--- config.mk ---
export PLATFORM = sky130hd
export DESIGN_NAME = msrv32_fetch_decode_ctrl_flat
export DESIGN_NICKNAME = d
export VERILOG_FILES = /design/src/rtl/msrv32_fetch_decode_ctrl_if.sv /design/src/rtl/msrv32_fetch_decode_ctrl.sv /design/src/flat_wrapper.sv
export SDC_FILE = /design/constraint.sdc
export NUM_CORES = 1
export LEC_CHECK = 0
export ABC_AREA = 1
export CAP_MARGIN = 30
export CORE_ASPECT_RATIO = 0.6
export CORE_MARGIN = 2
export CORE_UTILIZATION = 29
export DETAILED_ROUTE_END_ITERATION = 10
export SLEW_MARGIN = 20
export SYNTH_ARGS = -nofsm -noshare
export SYNTH_HDL_FRONTEND = slang
export SYNTH_SLANG_ARGS = --single-unit
export TNS_END_PERCENT = 20
--- constraint.sdc ---
create_clock -name clk_in -period 1.7 [get_ports clk_in]
set_input_delay 0.17 -clock clk_in [delete_from_list [all_inputs] [get_ports clk_in]]
set_output_delay 0.17 -clock clk_in [all_outputs]
set_load 0.02 [all_outputs]
--- src/rtl/msrv32_fetch_decode_ctrl_if.sv ---
// Fetch/decode controller bus: instruction-memory handshake, pipeline control and decoded outputs.
// master is the controller itself, slave is the surrounding core / memory side.
interface msrv32_fetch_decode_ctrl_if;
   logic        start_in;
   logic        imem_ready_in;
   logic [31:0] imem_rdata_in;
   logic        stall_in;
   logic        flush_in;
   logic        branch_taken_in;
   logic [31:0] branch_target_in;
   logic        imem_req_out;
   logic [31:0] imem_addr_out;
   logic [31:0] pc_out;
   logic [24:0] instr_out;
   logic [2:0]  imm_type_out;
   logic [6:0]  opcode_out;
   logic        instr_valid_out;
   logic        illegal_out;
   logic        fetch_err_out;

   modport master (
      input  start_in, imem_ready_in, imem_rdata_in, stall_in, flush_in,
             branch_taken_in, branch_target_in,
      output imem_req_out, imem_addr_out, pc_out, instr_out, imm_type_out,
             opcode_out, instr_valid_out, illegal_out, fetch_err_out
   );

   modport slave (
      output start_in, imem_ready_in, imem_rdata_in, stall_in, flush_in,
             branch_taken_in, branch_target_in,
      input  imem_req_out, imem_addr_out, pc_out, instr_out, imm_type_out,
             opcode_out, instr_valid_out, illegal_out, fetch_err_out
   );
endinterface

--- src/rtl/msrv32_fetch_decode_ctrl.sv ---
// IDLE/FETCH/VALID fetch controller with opcode -> immediate-type decode; ready-to-valid latency 1 cycle,
// stall_in holds the instruction. MSRV32_FETCH_TIMEOUT_EN adds a 16-cycle fetch timeout to IDLE.
module msrv32_fetch_decode_ctrl #(
   parameter logic [31:0] BOOT_ADDR = 32'h0000_0000
) (
   input logic clk_in,
   input logic rst_in,
   msrv32_fetch_decode_ctrl_if.master bus
);
   localparam logic [1:0] IDLE  = 2'd0;
   localparam logic [1:0] FETCH = 2'd1;
   localparam logic [1:0] VALID = 2'd2;

   logic [1:0]  state;
   logic [31:0] pc;
   logic [31:0] instr;
   logic [31:0] redirect;
   logic [2:0]  imm_type;
   logic        legal;

   assign redirect = {bus.branch_target_in[31:2], 2'b00};

`ifdef MSRV32_FETCH_TIMEOUT_EN
   logic [3:0] wait_cnt;
   logic       fetch_err;
`endif

   always_ff @(posedge clk_in or posedge rst_in) begin
      if (rst_in) begin
         state <= IDLE;
         pc    <= BOOT_ADDR;
         instr <= 32'h0;
`ifdef MSRV32_FETCH_TIMEOUT_EN
         wait_cnt  <= 4'd0;
         fetch_err <= 1'b0;
`endif
      end else begin
`ifdef MSRV32_FETCH_TIMEOUT_EN
         fetch_err <= 1'b0;
`endif
         case (state)
            IDLE: begin
               if (bus.start_in) begin
                  state <= FETCH;
                  pc    <= BOOT_ADDR;
`ifdef MSRV32_FETCH_TIMEOUT_EN
                  wait_cnt <= 4'd0;
`endif
               end
            end
            FETCH: begin
               // Flush outranks a completing fetch: the returned word is dropped.
               if (bus.flush_in) begin
                  pc <= redirect;
`ifdef MSRV32_FETCH_TIMEOUT_EN
                  wait_cnt <= 4'd0;
`endif
               end else if (bus.imem_ready_in) begin
                  state <= VALID;
                  instr <= bus.imem_rdata_in;
               end
`ifdef MSRV32_FETCH_TIMEOUT_EN
               else if (wait_cnt == 4'd15) begin
                  state     <= IDLE;
                  fetch_err <= 1'b1;
               end else begin
                  wait_cnt <= wait_cnt + 4'd1;
               end
`endif
            end
            VALID: begin
               if (bus.flush_in) begin
                  state <= FETCH;
                  pc    <= redirect;
`ifdef MSRV32_FETCH_TIMEOUT_EN
                  wait_cnt <= 4'd0;
`endif
               end else if (!bus.stall_in) begin
                  state <= FETCH;
                  pc    <= bus.branch_taken_in ? redirect : pc + 32'd4;
`ifdef MSRV32_FETCH_TIMEOUT_EN
                  wait_cnt <= 4'd0;
`endif
               end
            end
            default: state <= IDLE;
         endcase
      end
   end

   always_comb begin
      imm_type = 3'b000;
      legal    = 1'b1;
      case (instr[6:0])
         7'b0000011, 7'b0010011, 7'b1100111, 7'b0001111: imm_type = 3'b001;
         7'b0100011: imm_type = 3'b010;
         7'b1100011: imm_type = 3'b011;
         7'b0110111, 7'b0010111: imm_type = 3'b100;
         7'b1101111: imm_type = 3'b101;
         7'b1110011: imm_type = 3'b110;
         7'b0110011: imm_type = 3'b000;
         default:    legal    = 1'b0;
      endcase
   end

   assign bus.imem_req_out    = (state == FETCH);
   assign bus.imem_addr_out   = pc;
   assign bus.pc_out          = pc;
   assign bus.instr_out       = instr[31:7];
   assign bus.opcode_out      = instr[6:0];
   assign bus.imm_type_out    = imm_type;
   assign bus.instr_valid_out = (state == VALID);
   assign bus.illegal_out     = (state == VALID) && !legal;
`ifdef MSRV32_FETCH_TIMEOUT_EN
   assign bus.fetch_err_out   = fetch_err;
`else
   assign bus.fetch_err_out   = 1'b0;
`endif
endmodule

--- src/flat_wrapper.sv ---
// flat-port wrapper written by rule: the top's interface ports become plain ports
module msrv32_fetch_decode_ctrl_flat 
#(
   parameter logic [31:0] BOOT_ADDR = 32'h0000_0000
)
  (clk_in, rst_in, bus_start_in, bus_imem_ready_in, bus_imem_rdata_in, bus_stall_in, bus_flush_in, bus_branch_taken_in, bus_branch_target_in, bus_imem_req_out, bus_imem_addr_out, bus_pc_out, bus_instr_out, bus_imm_type_out, bus_opcode_out, bus_instr_valid_out, bus_illegal_out, bus_fetch_err_out);
  msrv32_fetch_decode_ctrl_if bus_i ();
  input logic clk_in;
  input logic rst_in;
  input wire logic [$bits(bus_i.start_in)-1:0] bus_start_in;
  input wire logic [$bits(bus_i.imem_ready_in)-1:0] bus_imem_ready_in;
  input wire logic [$bits(bus_i.imem_rdata_in)-1:0] bus_imem_rdata_in;
  input wire logic [$bits(bus_i.stall_in)-1:0] bus_stall_in;
  input wire logic [$bits(bus_i.flush_in)-1:0] bus_flush_in;
  input wire logic [$bits(bus_i.branch_taken_in)-1:0] bus_branch_taken_in;
  input wire logic [$bits(bus_i.branch_target_in)-1:0] bus_branch_target_in;
  output wire logic [$bits(bus_i.imem_req_out)-1:0] bus_imem_req_out;
  output wire logic [$bits(bus_i.imem_addr_out)-1:0] bus_imem_addr_out;
  output wire logic [$bits(bus_i.pc_out)-1:0] bus_pc_out;
  output wire logic [$bits(bus_i.instr_out)-1:0] bus_instr_out;
  output wire logic [$bits(bus_i.imm_type_out)-1:0] bus_imm_type_out;
  output wire logic [$bits(bus_i.opcode_out)-1:0] bus_opcode_out;
  output wire logic [$bits(bus_i.instr_valid_out)-1:0] bus_instr_valid_out;
  output wire logic [$bits(bus_i.illegal_out)-1:0] bus_illegal_out;
  output wire logic [$bits(bus_i.fetch_err_out)-1:0] bus_fetch_err_out;
  assign bus_i.start_in = bus_start_in;
  assign bus_i.imem_ready_in = bus_imem_ready_in;
  assign bus_i.imem_rdata_in = bus_imem_rdata_in;
  assign bus_i.stall_in = bus_stall_in;
  assign bus_i.flush_in = bus_flush_in;
  assign bus_i.branch_taken_in = bus_branch_taken_in;
  assign bus_i.branch_target_in = bus_branch_target_in;
  assign bus_imem_req_out = bus_i.imem_req_out;
  assign bus_imem_addr_out = bus_i.imem_addr_out;
  assign bus_pc_out = bus_i.pc_out;
  assign bus_instr_out = bus_i.instr_out;
  assign bus_imm_type_out = bus_i.imm_type_out;
  assign bus_opcode_out = bus_i.opcode_out;
  assign bus_instr_valid_out = bus_i.instr_valid_out;
  assign bus_illegal_out = bus_i.illegal_out;
  assign bus_fetch_err_out = bus_i.fetch_err_out;
  msrv32_fetch_decode_ctrl #(.BOOT_ADDR(BOOT_ADDR)) u_core (.clk_in(clk_in), .rst_in(rst_in), .bus(bus_i));
endmodule
* Word-level counts from Yosys, hierarchy flattened
Index checks and enable logic that the tools add are counted. W data, S select, Z words.
Storage, ports and cells: bits in registers 66, input bits 71, word-level logic and storage cells 47
Cells by class: bitwise gates (word level) 1, multiplexer cells 14, reductions and logical operators 10, add/subtract/negate cells 1, equal/unequal tests 18
Operators with widths (count):
- $mux W32 | 5
- $pmux W32 S3 | 1
- $add A32 B3 Y32 const B | 1
- $eq A7 B7 Y1 const B | 4
- $eq A7 B6 Y1 const B | 3
- $pmux W3 S6 | 1
- $eq A7 B5 Y1 const B | 2
- $reduce_or A11 Y1 | 1
- $mux W2 | 5
- $ne A2 B2 Y1 const B | 4
- $reduce_and A4 Y1 | 2
- $eq A7 B2 Y1 const B | 1
- $eq A7 B4 Y1 const B | 1
- $pmux W2 S3 | 1
- $reduce_or A4 Y1 | 1
- $ne A3 B3 Y1 const B | 1
- $reduce_and A3 Y1 | 1
- $reduce_bool A3 Y1 | 1
- $eq A2 B1 Y1 const B | 1
- $eq A2 B2 Y1 const B | 1
- $logic_not A2 Y1 | 1
- $reduce_or A2 Y1 | 1
- $logic_and A1 B1 Y1 | 1
- $logic_not A1 Y1 | 1
- 2 further kinds | 2

* Depth between registers and ports, before layout
depth in word-level cells 5, mapped depth 12, gate-level depth less buffers 12

* Worst setup path after synthesis
No wires, ideal clock.
kind register to output, start register u_core.state[0], end output port bus_illegal_out, setup slack -372 ps, arrival 1902 ps, buffers on the path 1, cell stages (with the launch flop) 6, path through dfrtp_1 -> inv_1 -> ha_1 -> clkbuf_1 -> nand2_1 -> nor4_1
Between the ends: word-level cells in the longest chain between the ends 2
Ends and longest elaborated chain:
- from (decl) | RTL line msrv32_fetch_decode_ctrl.sv:14 | logic [1:0] state;
- from (signal assigned) | RTL line msrv32_fetch_decode_ctrl.sv:30 | state <= IDLE;
- from (signal assigned) | RTL line msrv32_fetch_decode_ctrl.sv:44 | state <= FETCH;
- from (signal assigned) | RTL line msrv32_fetch_decode_ctrl.sv:59 | state <= VALID;
- $eq A2 B2 Y1
- via bus_instr_valid_out | RTL line flat_wrapper.sv:23 | output wire logic [$bits(bus_i.instr_valid_out)-1:0] bus_instr_valid_out;
- $logic_and A1 B1 Y1 | RTL line msrv32_fetch_decode_ctrl.sv:113 | assign bus.illegal_out = (state == VALID) && !legal;
- to (decl) | RTL line flat_wrapper.sv:24 | output wire logic [$bits(bus_i.illegal_out)-1:0] bus_illegal_out;
The timed path passes the listed nets, and every way through them passes these cells.

* Worst setup path after layout
start register u_core.instr[2], end output port bus_illegal_out
Between the ends: word-level cells in the longest chain between the ends 5, elaborated cells on any way between the ends 15, classes of those cells eq/ne: 11; mux: 1; reduce/logical: 3
Ends and longest elaborated chain:
- from (decl) | RTL line msrv32_fetch_decode_ctrl.sv:16 | logic [31:0] instr;
- from (signal assigned) | RTL line msrv32_fetch_decode_ctrl.sv:60 | instr <= bus.imem_rdata_in;
- $eq A7 B2 Y1, or another cell as far along | RTL line msrv32_fetch_decode_ctrl.sv:94 | case (instr[6:0])
- $reduce_or A11 Y1 (no line) *
- $mux W1 * | RTL line msrv32_fetch_decode_ctrl.sv:94
- $logic_not A1 Y1 * | RTL line msrv32_fetch_decode_ctrl.sv:113
- $logic_and A1 B1 Y1 * | RTL line msrv32_fetch_decode_ctrl.sv:113
Mark *: on every way between the ends. The rest lies on a longest branch, timed or not.

==> qor.yml <==
status: "finished, violations left"
violations: "negative setup slack"
layout.nets: 877
final_cells: 1004
start_util_pct: 29.4
synth_cell_type_count: 34
cts.sinks: 64
syn2layout_area_growth_pct: 70.9
ys_async_sr_fraction_pct: 100
cts_tree: "built"
worstPathArrival_ns: 1.62
p_int_mw: 7.85
reg2reg_slack_ns: 0.02
vias: 4700
drive_above_1_share_pct: 25.7
synth_compound_area_share_pct: 7.45
yosysWarnings: 0
dieArea_mm2: 0.0155
ant_nets: 0
numCtsBuffers: 9
drt_first_pass_iters: 5
root_buffer: "clkbuf_16"
synthXorXnorAreaFrac_pct: 1.04
path_clk_slew_ns: 0.06
worst-endpoint-required_ns: 1.53
power_frac_seq_pct: 21.8
power.density_mw_per_mm2: 1900
vias_per_cell: 4.68
cp_cell_sequence: "inv_2 > buf_6 > nor3_4 > nand3_1 > nand2_2 > nor4_4 > buf_4"
maxCapViolations: 0
synth_fa_ha_area_share_pct: 1.48
cts_htree_levels: 3
final_max_slew_viol_count: 0
synth-simple-area-share_pct: 32.0
grt_max_degree: 65
dp_hpwl_um: 10900
fin_ws_ns: -0.0939
max_freq_ghz: 0.557
hold_buffers: 0
finalCritPeriodShare_pct: 106
power_switching_mw: 5.80
die_x_um: 160
port_buffers: 166
end_kind: "primary output"
die_y_um: 97.4
fp.coreArea_mm2: 0.0143
yosysSeqAreaShare_pct: 38.0
setup_viol: 2
synth-edff-count: 0
finalWeightedCongestion: 0.946
routedWlPerCell_um: 15.5
diodes: 0
design_area_mm2: 0.00720
dpl_cell_area_mm2: 0.00636
drt_iter0_markers: 270
final.setup_skew_ns: 0.00565
final_cell_mix: "200 x nand2_1, 147 x clkdlybuf4s50_1, 76 x buf_4"
crit_path_max_incr_delay_ns: 0.39
rows: 34
drc: 0
synth_seq_cells: 64
worstSkewPairLatency_ns: 0.34
min_path_type: "in -> async"
antenna_found_initial: 1
power.leakage_nw: 3.29
power.share.switching_pct: 42.5
startpoint_type: "register"
gr-total-overflow: 0
clockBufferDepth: 2
crit_path_top_delay_cell: "dfrtp_1"
synthFlopType: "dfrtp_1"
routed_wl_um: 15500
pre_cts_slack_ns: -0.389
grt_usage_pct: 19.2
synth_top_family_by_area: "simple AND/OR/NAND/NOR gates"
grt_pass1_wl_um: 23600
hold_viol_final: 0
ir_drop_mv: 0.993
pwr-share-clk_pct: 15.3
synthCells: 580
dp_cells: 964
cp_max_fo: 2
synth.area.mux_share_pct: 7.21
rsz0062_at_grt: "true"
fin_crit_ns: 1.79
ios: 174
share_comb_of_total_power_pct: 62.9
avgSynthCellArea_um2: 7.27
grt_pass1_vias: 4576
critical_path_class: "reg -> out"
layout_commonest_cell: "nand2_1"
p_total_mw: 13.7
synth_area_mm2: 0.00422
-- flip-flops by register name (all words and copies together), names as in the netlist --
name,count
u_core.bus.imem_addr_out,30
u_core.instr,32
u_core.state,2
-- critical path, delay by kind of cell, from the launching register on --
kind / cells / cell delay, ns
simple gates: 4 / 0.50
flops: 1 / 0.39
buf+inv: 3 / 0.40
-- cells by family after synthesis --
group	Yosys count
other cells	1
simple gates	320
flops	64
xor+xnor	5
fa+ha+maj	5
mux	27
compound gates	55
buf+inv	103
-- power by group through the flow --
stage / Clock (mW) / Sequential [mW] / Combinational, mW
after floorplan: 0 / 3.80 / 2.95
after global placement: 0 / 2.89 / 7.38
after detailed placement: 0 / 2.93 / 7.46
after CTS: 2.13 / 2.94 / 7.64
after global routing: 2.21 / 3.08 / 9.15
final: 2.08 / 2.98 / 8.59
-- cells in the mapped netlist (2+ instances only) --
cell      number  area, um^2
mux2_2        27         304
buf_2          7        35.0
o21ai_0       29         145
o21ai_1        4        20.0
clkbuf_1       3        11.3
nand2_2        5        31.3
a21oi_1       10        50.1
nand4_1        2        12.5
inv_2          3        11.3
a32o_1         2        20.0
nand2_1      206         773
nor2_1        46         173
xnor2_1        3        26.3
xor2_1         2        17.5
ha_1           5        62.6
nor2_4         6        67.6
nor2_2         4        25.0
a21boi_0       3        22.5
a22o_1         2        17.5
inv_1         52         195
nand3_1       39         195
nor3_1         8        40.0
buf_4         38         285
dfrtp_1       64        1600
-- per-layer routing --
layer | part of all wire, % | track usage (%) | routed length, um
met3 | 9.4 | 6.70 | 1460
met4 | 1.2 | 3.99 | 184
met2 | 43 | 29.0 | 6740
met1 | 46 | 26.4 | 7130
met5 | 0.084 | 0 | 13
-- final cells by class --
| class | count | area [um^2] |
|---|---|---|
| flip-flops and latches | 64 | 1610 |
| fillers | 1365 | 7130 |
| inverters | 55 | 226 |
| well taps | 198 | 248 |
| clock buffers | 9 | 225 |
| multi-input cells | 417 | 2300 |
| repair buffers | 254 | 2490 |
| clock inverters | 7 | 103 |
-- worst paths after layout --
check | start | endpoint | cells past startpoint
min reg2reg | u_core.instr[21] | u_core.instr[21] | 1
max | u_core.instr[2] | bus_illegal_out | 7
min in group clk_in | bus_imem_rdata_in[6] | u_core.instr[6] | 3
max in group asynchronous | rst_in | u_core.bus.imem_addr_out[7] | 3
min | rst_in | u_core.bus.imem_addr_out[25] | 3
max reg2reg | u_core.state[1] | u_core.bus.imem_addr_out[8] | 10
-- per-stage QoR --
step / hold slack, ns / utilization [%] / TNS [ns]
after CTS: 0.249 / 47.2 / -0.322
after global routing: 0.279 / 50.3 / -0.943
after floorplan: 0.320 / - / -4.44
final: 0.226 / 50.3 / -0.139
after detailed placement: 0.492 / 44.4 / -2.13
after global placement: 0.487 / 44.4 / -0.947
-- what timing repair did --
item / CTS / global route
setup buffers: 3 / 16
cloned: 0 / 5
setup endpoints to repair: 17 / 57
gates resized for setup: 37 / 80
pin swaps: 3 / 23
No activity file was read; power rests on OpenSTA's default activity.
